### src/rtl/power_trigger.sv
// Power-threshold packet detector: skips a configurable number of samples, then
// raises trigger on |I| > power_thres and drops it after window_size quiet samples.
// Define POWER_TRIGGER_HYST_EN to use power_thres >> 1 as the packet-end threshold.
module power_trigger #(
    parameter int CNT_WIDTH = 16
) (
    input  logic                 clock,
    input  logic                 reset,
    input  logic                 enable,
    input  logic [31:0]          sample_in,
    input  logic                 sample_in_strobe,
    input  logic [15:0]          power_thres,
    input  logic [CNT_WIDTH-1:0] window_size,
    input  logic [31:0]          num_sample_to_skip,
    input  logic                 num_sample_changed,
    output logic [31:0]          sample_out,
    output logic                 sample_out_strobe,
    output logic                 trigger,
    output logic [1:0]           state_dbg
);

    // Handshake: a sample is taken only on a cycle where enable && sample_in_strobe;
    // there is no back-pressure, and sample_out_strobe marks each taken sample one cycle later.
    typedef enum logic [1:0] {
        S_SKIP   = 2'd0,
        S_IDLE   = 2'd1,
        S_PACKET = 2'd2
    } state_t;

    state_t               state;
    logic [31:0]          skip_count;
    logic [CNT_WIDTH-1:0] low_count;

    logic                 acted;
    logic [15:0]          i_val;
    logic [15:0]          i_neg;
    logic [15:0]          abs_i;
    logic [15:0]          low_thres;
    logic [CNT_WIDTH-1:0] window_eff;
    logic [CNT_WIDTH-1:0] low_next;
    logic [32:0]          skip_next;

    always_comb begin
        acted = enable & sample_in_strobe;
        i_val = sample_in[31:16];
        i_neg = ~i_val + 16'd1;
        // -32768 has no positive counterpart, so it saturates to 32767
        if (i_val == 16'h8000)
            abs_i = 16'h7fff;
        else if (i_val[15])
            abs_i = i_neg;
        else
            abs_i = i_val;
`ifdef POWER_TRIGGER_HYST_EN
        low_thres = power_thres >> 1;
`else
        low_thres = power_thres;
`endif
        window_eff = (window_size == '0) ? CNT_WIDTH'(1) : window_size;
        low_next   = (low_count == '1) ? low_count : low_count + CNT_WIDTH'(1);
        skip_next  = {1'b0, skip_count} + 33'd1;
    end

    always_ff @(posedge clock) begin
        if (reset) begin
            state             <= S_SKIP;
            skip_count        <= '0;
            low_count         <= '0;
            trigger           <= 1'b0;
            sample_out        <= '0;
            sample_out_strobe <= 1'b0;
        end else begin
            sample_out_strobe <= acted;
            if (acted)
                sample_out <= sample_in;

            if (num_sample_changed) begin
                state      <= S_SKIP;
                skip_count <= '0;
                low_count  <= '0;
                trigger    <= 1'b0;
            end else begin
                case (state)
                    S_SKIP: begin
                        // A zero (or already met) skip target leaves on any enabled cycle
                        if (enable && (skip_count >= num_sample_to_skip)) begin
                            state <= S_IDLE;
                        end else if (acted) begin
                            skip_count <= skip_next[31:0];
                            if (skip_next >= {1'b0, num_sample_to_skip})
                                state <= S_IDLE;
                        end
                    end
                    S_IDLE: begin
                        if (acted && (abs_i > power_thres)) begin
                            state     <= S_PACKET;
                            trigger   <= 1'b1;
                            low_count <= '0;
                        end
                    end
                    S_PACKET: begin
                        if (acted) begin
                            if (abs_i < low_thres) begin
                                if (low_next >= window_eff) begin
                                    state     <= S_IDLE;
                                    trigger   <= 1'b0;
                                    low_count <= '0;
                                end else begin
                                    low_count <= low_next;
                                end
                            end else begin
                                low_count <= '0;
                            end
                        end
                    end
                    default: begin
                        state   <= S_SKIP;
                        trigger <= 1'b0;
                    end
                endcase
            end
        end
    end

    assign state_dbg = state;

endmodule

### config.mk
export PLATFORM = sky130hd
export DESIGN_NAME = power_trigger
export DESIGN_NICKNAME = d
export VERILOG_FILES = /design/src/rtl/power_trigger.sv
export SDC_FILE = /design/constraint.sdc
export NUM_CORES = 1
export LEC_CHECK = 0
export ABC_AREA = 1
export CAP_MARGIN = 20
export CORE_MARGIN = 5
export CORE_UTILIZATION = 54
export CTS_BUF_LIST = sky130_fd_sc_hd__clkbuf_8 sky130_fd_sc_hd__clkbuf_16
export DETAILED_ROUTE_END_ITERATION = 16
export PLACE_DENSITY = 0.83
export SYNTH_ARGS = -nofsm -noshare
export SYNTH_HDL_FRONTEND = slang
export SYNTH_SLANG_ARGS = --single-unit
### constraint.sdc
create_clock -name clock -period 5.83 [get_ports clock]
set_clock_uncertainty 0.15 [all_clocks]
set_input_delay 1.749 -clock clock [delete_from_list [all_inputs] [get_ports clock]]
set_output_delay 1.749 -clock clock [all_outputs]
set_load 0.05 [all_outputs]
======== Yosys cells after proc, flatten, opt, wreduce, memory -nomap -nowiden ========
Index checks and enable logic that the tools add are counted.
operators by class
  reductions and logical operators ........ 10
  bitwise operators ....................... 4
  $lt $le $gt $ge ......................... 5
  eq/ne operators ......................... 10
  add/subtract/negate cells ............... 3
  multiplexer cells ....................... 22
operators with widths
  kind                   number
  $mux 16                8
  $add 32x1->33 const B  1
  $ge 33x32->1           1
  $add 16x1->16 const B  2
  $eq 16x16->1 const B   2
  $ge 32x32->1           1
  $pmux 16 s2            1
  $ge 16x16->1           1
  $gt 16x16->1           1
  $logic_not 16->1       1
  $lt 16x16->1           1
  $not 16->16            1
  $mux 2                 7
  $ne 2x2->1 const B     4
  $ne 3x3->1 const B     2
  $pmux 2 s3             1
  $reduce_and 3->1       2
  $reduce_and 6->1       1
  $reduce_and 5->1       1
  $mux 1                 4
  $pmux 1 s3             1
  $eq 2x1->1 const B     1
  $eq 2x2->1 const B     1
  $logic_and 1x1->1      2
  other kinds (5)        6
storage, ports and cells
  output and inout bits ................... 36
  input bits .............................. 101
  word-level logic and storage cells ...... 60
  register bits ........................... 84

======== Logic depth before layout (Yosys ltp) ========
Gate-level depths: netlist of the first run.
  depth after elaboration ................. 8
  depth in mapped cells ................... 28

======== Least setup slack after synthesis of the first run ========
No wires, ideal clock.
  path kind ............................... input to register
  start ................................... in sample_in[17]
  end ..................................... reg low_count[10]
  data required time ...................... 5.609 ns
  data arrival time ....................... 4.564 ns
  path slack .............................. 1.045 ns
  library setup time ...................... 0.071 ns
  stages on the path ...................... 26
  cells stage by stage .................... inv_1 -> ha_1 -> inv_1 -> nor3_1 -> inv_1 -> nor3_2 -> inv_1 -> nor3_2 -> nand4_1 -> nor2_2 -> nand2_1 -> buf_2 -> nand2_1 -> ha_1 -> a21oi_1 -> nor2_1 -> nor3_1 -> nand2_1 -> nand2_1 -> nand2_1 -> nand3_1 -> nand2_1 -> inv_1 -> buf_4 -> nand2_1 -> a21oi_1
on the way
  cells in the longest elaborated chain, start to end .. 8
  elaborated cells on any way between the ends .. 13
  classes of those cells .................. 1 x add/sub; 2 x order compare; 2 x eq/ne; 5 x mux; 1 x bitwise; 2 x reduce/logical
ends and longest elaborated chain
  item                                                    line     text
  start, declared                                         10       input logic [31:0] sample_in,
  $not 16->16                                             46       i_neg = ~i_val + 16'd1;
  $add 16x1->16                                           46
  $mux 16                                                 50       else if (i_val[15])
  $mux 16 (*)                                             48       if (i_val == 16'h8000)
  $lt 16x16->1 / $gt 16x16->1 (equally long branches)     103, 95
  $mux 16 / $logic_and 1x1->1 (equally long branches)     103, 95
  $mux 16 / $ne 2x2->1 (equally long branches)            --
  $pmux 16 s2 / $reduce_and 3->1 (equally long branches)  --
  end signal, assigned                                    109      low_count <= low_next;
  end, declared                                           32       logic [CNT_WIDTH-1:0] low_count;
Mark *: on every way between the ends. The rest lies on a longest branch, timed or not. The select of a mux whose other input is x is not followed.
A chain may end at the register's enable or synchronous reset.

======== Final worst setup path of the first run ========
  start ................................... in sample_in[16]
  end ..................................... reg low_count[9]
The elaborated chain is that of the path after synthesis.

==> run_results.csv, run 1 <==
group,metric,value,unit
routing,vias,7316,
worst_setup_path,crit_type,"in -> reg",
final_layout,n_antenna_cell,0,
synth,ys_warn_count,0,
synth,syn_area_per_cell,6.63,um2
final_layout,finalInstanceArea,9030,um2
synth,synth-async-reset-ratio,0,%
final_layout,layout_common_cells,"nand2_1 (244), inv_1 (157), clkdlybuf4s50_1 (136)",
clock_network,clock_path_buffers,2,
min_path,hold_path.class,"reg -> reg",
global_route,grt_antenna_before_repair,0,
routing,drt_iter0_markers,480,
global_route,grt_max_degree,35,
clock_network,cts_root_buf,"clkbuf_16",
die,num_io_pins,137,
placement,hpwl,15500,um
sta,fin_ws,0.515,ns
global_route,grt_pass1_vias,6978,
final_layout,fin_cells,1392,
synth,synth_cell_types,39,
synth,ys_ff_latch,84,
run,drv_cap,0,
worst_setup_path,cp_max_fo,16,
pwr,finalPower,1.58,mW
sta,fin_crit_sh,91.2,%
worst_setup_path,timing.rr.start,"skip_count[0]",
pwr,p_switching,0.487,mW
clock_network,cts_tree,"done",
clock_network,clk_pin_slew,0.07,ns
synth,syn_inst,1080,
pwr,power_density,175,nW/um2
worst_setup_path,crit_end,"low_count[9]",
run_status,status,"finished, final reports clean",
die,start_util,54.5,%
routing,wl_per_cell,14.1,um
sta,min_period,5.31,ns
final_layout,drive_above_1_share,6.09,%
clock_network,cts-hold-fix-buffers,0,
final_layout,synthToLayoutAreaGrowth,26.1,%
placement,pre_cts_ws,0.0450,ns
synth,synth-edff-count,0,
sta,fmaxAchievable,0.188,GHz
final_layout,nets,1411,
die,chipHeight,125,um
placement,place.gp.congestion,0.971,
sta,relSlewSlack,57.5,%
sta,rsz0062_at_grt,"no",
worst_setup_path,crit_required,5.94,ns
routing,drcViolationCount,0,
routing,wirelength,19600,um
die,core,13100,um2
synth,netlist_area,7160,um2
min_path,holdPathStages,2,
pwr,cellInternalPower,1.10,mW
sta,drv_slew,0,
placement,dp_cells,1375,
pwr,comb_power_share,23.1,%
global_route,grt_overflow,0,
synth,synth-seq-area-share,23.5,%
worst_setup_path,rrSetupSlack,2.09,ns
routing,detail-route-antenna-nets,0,
synth,ys.flop_type,"dfxtp_1",
worst_setup_path,crit_path_start_kind,"input port",
global_route,globalRouteTotalUtil,24.8,%
pwr,leakage,4.38,nW
worst_setup_path,reg2regPathDepth,23,
clock_network,clock_latency,0.35,ns
worst_setup_path,reg2reg_to,"state_dbg[1]",
pwr,p_clk_share,38.3,%
worst_setup_path,worstPathArrival,5.43,ns
worst_setup_path,cp-end-kind,"register",
clock_network,cts_buffers,9,
sta,finalSetupTns,0,ns
routing,viasPerCell,5.26,
clock_network,cts_sinks,84,
clock_network,h-tree-depth,3,
worst_setup_path,worstSetupStartpoint,"sample_in[16]",
die,dieArea,15700,um2
final_layout,fillers,1136,
synth,synth_fp_nets,1280,
pwr,power_frac_seq,38.7,%
placement,portBuffers,136,
sta,finalHoldViolCount,0,
pwr,switching_share,30.7,%
routing,first_pass_iters,5,
sta,final-setup-viol-count,0,
die,chipWidth,125,um
die,std_cell_rows,42,
global_route,grt_pass1_wl,32600,um
pwr,peakVddDrop,120,uV
placement,placed_cell_area,8690,um2
sta,worst_pin_slew,0.633,ns
final_layout,final_common_cell,"nand2_1",
[final cells by class]
cell class	count	area [um2]	area share (%)
repair inverters	1	7.51	0.0832
multi-input cells	804	4760	52.7
well taps	176	220	2.44
clock inverters	6	70.1	0.776
flip-flops and latches	84	1680	18.6
clock buffers	10	239	2.65
inverters	167	632	7.00
repair buffers	144	1420	15.7
[per-layer routing]
layer	vias up	global-route usage (%)	part of all wire (%)
li1	3800	-	-
met1	3249	31.7	44
met2	231	40.9	46
met3	36	5.59	6.8
met4	0	9.50	3.0
met5	-	0	0
[critical path, cell delays in order]
cell	delay, ns
clkdlybuf4s50_1	0.46
inv_1	0.10
ha_1	0.14
inv_1	0.04
nor3_1	0.19
inv_1	0.08
nor3_2	0.13
inv_1	0.09
nor3_2	0.16
nand4_1	0.16
nor2_2	0.20
nand2_4	0.14
o21ai_0	0.11
a21o_1	0.11
ha_1	0.14
nand2_1	0.07
nor4_1	0.33
nand2_1	0.09
nand2_1	0.13
nand3_1	0.14
nand2_2	0.18
buf_4	0.25
nand3_1	0.10
a21oi_1	0.14
[synthesized netlist by cell type (all sizes together), types with 15 or more instances]
cell type	instances	area [um2]
nand2	253	967
ha	99	1240
nor3	32	234
a21oi	117	593
nor2	110	448
nand3	47	245
dfxtp	84	1680
o21ai	51	255
inv	163	612
nand4	20	144
clkbuf	15	56.3
xor2	34	298
[logic make-up (layout without fill, tap and decap cells)]
logic type      count (synthesis)  after routing  synth area share (%)
simple gates                  474            474                  29.5
buf+inv                       192            328                  10.3
fa+ha+maj                      99             99                  17.3
flops                          84             84                  23.5
compound gates                188            188                  14.0
xor+xnor                       43             43                  5.37
[state kept, by name, summed over array words and instances, names as in the netlist]
name	cells
sample_out_strobe	1
skip_count	32
low_count	16
state_dbg	2
sample_out	32
trigger	1
[through the flow]
step / hold slack [ns] / util [%]
after floorplan: 0.307 / -
after global placement: 0.300 / 66.2
after detailed placement: 0.301 / 66.2
after CTS: 0.311 / 68.5
after global routing: 0.335 / 68.7
final: 0.311 / 68.7
[power by group through the flow]
stage	Sequential, mW	Combinational, mW	Clock (mW)
2_1_floorplan	0.664	0.171	0
3_3_place_gp	0.625	0.352	0
3_5_place_dp	0.625	0.360	0
4_1_cts	0.612	0.364	0.609
5_1_grt	0.615	0.405	0.635
6_report	0.613	0.365	0.606
[worst min-delay path by stage]
stage               slack [ns]            end           from
global placement          0.30        trigger        trigger
global route              0.34  sample_out[5]  sample_out[5]
finish                    0.31        trigger        trigger
CTS                       0.31        trigger        trigger
floorplan                 0.31   low_count[6]   low_count[6]
detailed placement        0.30        trigger        trigger
[timing repair]
action / in CTS / in global routing
setup endpoints to repair: 0 / 19
setup buffers: 0 / 0
gates resized for setup: 0 / 6
Power figures use the tool's default switching activity.
==> run 2: changes to the inputs <==
--- a/config.mk
+++ b/config.mk
@@ -5,7 +5,6 @@
 export SDC_FILE = /design/constraint.sdc
 export NUM_CORES = 1
 export LEC_CHECK = 0
-export ABC_AREA = 1
 export CAP_MARGIN = 20
 export CORE_MARGIN = 5
 export CORE_UTILIZATION = 54
==> run 2 against run 1 <==
Against the previous run: combinational power decreased by 17%; cell count decreased by 11%; cell area increased by 1.9%; count of clock-buffer cells in the layout decreased by 1; flip-flop and latch count unchanged; register-to-register slack got worse by 0.66 ns; sequential share of layout area decreased by 0.34 points; worst hold slack got worse by 0.010 ns; via count decreased by 2.7%; synthesized area decreased by 0.26%; non-clock buffer count increased by 35; synthesized cell count decreased by 16%.
==> run_results.csv, run 2 <==
group,metric,value,unit
synth,synth_fp_nets,1111,
sta,fin_crit_sh,96.9,%
clock_network,cts_root_buf,"clkbuf_16",
synth,syn_area_per_cell,7.84,um2
routing,wl_per_cell,16.0,um
clock_network,cts-hold-fix-buffers,0,
die,core,13100,um2
clock_network,post_cts_buffers,0,
final_layout,final_common_cell,"nand2_1",
placement,portBuffers,136,
final_layout,multiInputGateArea,5070,um2
sta,worst_pin_slew,0.878,ns
sta,final-setup-viol-count,0,
worst_setup_path,worstPathArrival,5.78,ns
pwr,comb_power_share,20.9,%
final_layout,finalInstanceArea,9200,um2
pwr,cellInternalPower,1.05,mW
routing,drt_iter0_markers,420,
synth,netlist_top_cells_count,"nand2_1 (150), ha_1 (99), dfxtp_1 (84)",
worst_setup_path,cp-end-kind,"register",
clock_network,clock_path_buffers,2,
synth,syn_inst,911,
synth,synth_cell_types,70,
worst_setup_path,crit_type,"in -> reg",
sta,hold_ws,0.301,ns
worst_setup_path,cp_max_fo,7,
worst_setup_path,crit_path_top_delay_cell,"clkdlybuf4s50_1",
run,drv_cap,0,
placement,pre_cts_ws,-0.506,ns
sta,finalSetupTns,0,ns
worst_setup_path,crit_path_start_kind,"input port",
global_route,grt_overflow,0,
final_layout,layout_common_cells,"nand2_1 (149), clkdlybuf4s50_1 (133), ha_1 (99)",
routing,drcViolationCount,0,
final_layout,nets,1262,
final_layout,regArea,1680,um2
synth,synth-edff-count,0,
clock_network,cts_tree,"done",
synth,synth_area_leaders,"dfxtp_1 (24%), ha_1 (17%), nand2_1 (7.9%)",
min_path,hold_path.class,"reg -> reg",
routing,wirelength,19800,um
global_route,grt_busiest_layer,"met2",
synth,synth.most_common_cell,"nand2_1",
placement,hpwl,15600,um
pwr,power_frac_seq,40.7,%
worst_setup_path,rrSetupSlack,1.43,ns
worst_setup_path,reg2regPathDepth,14,
clock_network,cts_buffers,9,
global_route,grt_use_met3,8.44,%
synth,synth_top_area_share,23.6,%
synth,synth-seq-area-share,23.6,%
clock_network,h-tree-depth,3,
final_layout,n_antenna_cell,0,
sta,rsz0062_at_grt,"no",
global_route,grtUsageMet1,29.7,%
placement,placed_cell_area,8880,um2
clock_network,cts_sinks,84,
die,chipWidth,125,um
die,num_io_pins,137,
routing,vias,7116,
sta,relSlewSlack,41.4,%
final_layout,top_regs,"sample_out (32), skip_count (32), low_count (16)",
pwr,p_switching,0.393,mW
synth,ys_warn_count,0,
sta,finalHoldViolCount,0,
die,dieArea,15600,um2
synth,ys.flop_type,"dfxtp_1",
placement,dp_cells,1227,
routing,first_pass_iters,5,
worst_setup_path,crit_end,"low_count[8]",
die,std_cell_rows,42,
worst_setup_path,timing.rr.start,"skip_count[5]",
global_route,use_met2,42.0,%
global_route,grt_pass1_wl,33000,um
pwr,leakage,4.21,nW
clock_network,clk_pin_slew,0.06,ns
global_route,grt_pass1_vias,7065,
final_layout,fin_cells,1243,
final_layout,drive_above_1_share,8.53,%
worst_setup_path,crit_chain,"clkdlybuf4s50_1, or3b_1, or3_4, nand2b_4, or3_4, or2_4, buf_4, o21ai_0, ha_1, a21oi_1, o21ai_0, a2bb2oi_2, nand4_1, a2111oi_4, buf_4, a21boi_0, a21o_1",
pwr,p_clk_share,38.3,%
final_layout,synthToLayoutAreaGrowth,28.8,%
placement,place.gp.congestion,0.888,
sta,drv_slew,0,
synth,yosysTopAreaCell,"dfxtp_1",
pwr,peakVddDrop,188,uV
global_route,grt_antenna_before_repair,0,
routing,detail-route-antenna-nets,0,
pwr,power_density,157,nW/um2
worst_setup_path,crit_required,5.96,ns
final_layout,fillers,1092,
global_route,grt_max_degree,60,
sta,fmaxAchievable,0.177,GHz
sta,min_period,5.65,ns
clock_network,clock_latency,0.33,ns
synth,netlist_area,7140,um2
worst_setup_path,reg2reg_to,"state_dbg[0]",
sta,fin_ws,0.178,ns
synth,ys_ff_latch,84,
die,start_util,54.6,%
pwr,switching_share,27.1,%
worst_setup_path,worstSetupStartpoint,"sample_in[19]",
run_status,status,"finished, final reports clean",
synth,synth-async-reset-ratio,0,%
routing,viasPerCell,5.72,
die,chipHeight,125,um
worst_setup_path,cpPeakStageDelay,0.43,ns
global_route,globalRouteTotalUtil,24.8,%
## run 2: cell count changes in the layout (fill, tap and decap cells not counted), moves of 30 or more
cell,before,now
nand2_1,244,149
inv_1,157,70
nor2_1,99,31
a21oi_1,115,77
buf_4,8,43
o21ai_0,51,21
or3_1,1,31
## run 2: worst min path at each step
stage,startpoint,end,depth (start not counted)
finish,sample_out[8],sample_out[8],2
global route,sample_out[6],sample_out[6],2
CTS,sample_out[5],sample_out[5],2
floorplan,low_count[12],low_count[12],1
global placement,sample_out[3],sample_out[3],2
detailed placement,sample_out[5],sample_out[5],2
## run 2: cells by family after synthesis
kind of cell,count (synthesis),share of synthesized area [%]
XOR/XNOR,47,5.77
adder cells (fa/ha/maj),99,17.4
AO/OA/AOI/OAI,188,17.3
AND/OR/NAND/NOR,361,26.7
multiplexers,24,3.40
flip-flops,84,23.6
buffers and inverters,108,5.89
## run 2: cell type report
type                    count  share of cell area (%)
multi-input cells         719                    55.1
clock inverters             7                   0.667
inverters                  69                    2.82
well taps                 176                    2.39
clock buffers               9                    2.45
repair buffers            179                    18.3
flip-flops and latches     84                    18.3
## run 2: worst max-delay path, delay by kind of cell
kind	cells	cell delay (ns)
fa+ha+maj	1	0.29
simple gates	6	1.68
buf+inv	3	0.79
compound gates	7	1.27
## run 2: through the flow
step / utilization (%) / power [mW]
after CTS: 70.2 / 1.45
after detailed placement: 67.9 / 0.900
after floorplan: - / 0.753
final: 70.3 / 1.45
after global routing: 70.3 / 1.51
after global placement: 67.9 / 0.894
## run 2: layer usage
layer,wire length [um],share of wire (%)
met1,8520,43
met2,9310,47
met3,1550,7.8
met4,453,2.3
met5,0,0
## run 2: what timing repair did
item | 4_1_cts | 5_1_grt
resized for setup | 2 | 8
cloned | 0 | 0
pin swaps | 2 | 7
endpoints found under the setup margin | 14 | 18
## run 2: power groups by stage
stage	registers, mW	clock network, mW	logic, mW
global placement	0.602	0	0.291
detailed placement	0.603	0	0.297
floorplan	0.638	0	0.115
global route	0.591	0.587	0.332
finish	0.590	0.555	0.303
CTS	0.590	0.562	0.301
==> run 3: changes to the inputs <==
--- a/config.mk
+++ b/config.mk
@@ -11,6 +11,8 @@
 export CTS_BUF_LIST = sky130_fd_sc_hd__clkbuf_8 sky130_fd_sc_hd__clkbuf_16
 export DETAILED_ROUTE_END_ITERATION = 16
 export PLACE_DENSITY = 0.83
+export SLEW_MARGIN = 20
 export SYNTH_ARGS = -nofsm -noshare
 export SYNTH_HDL_FRONTEND = slang
 export SYNTH_SLANG_ARGS = --single-unit
+export TNS_END_PERCENT = 1
==> results of run 3 <==
Final layout, timing and power as in run 2 (identical DEF).
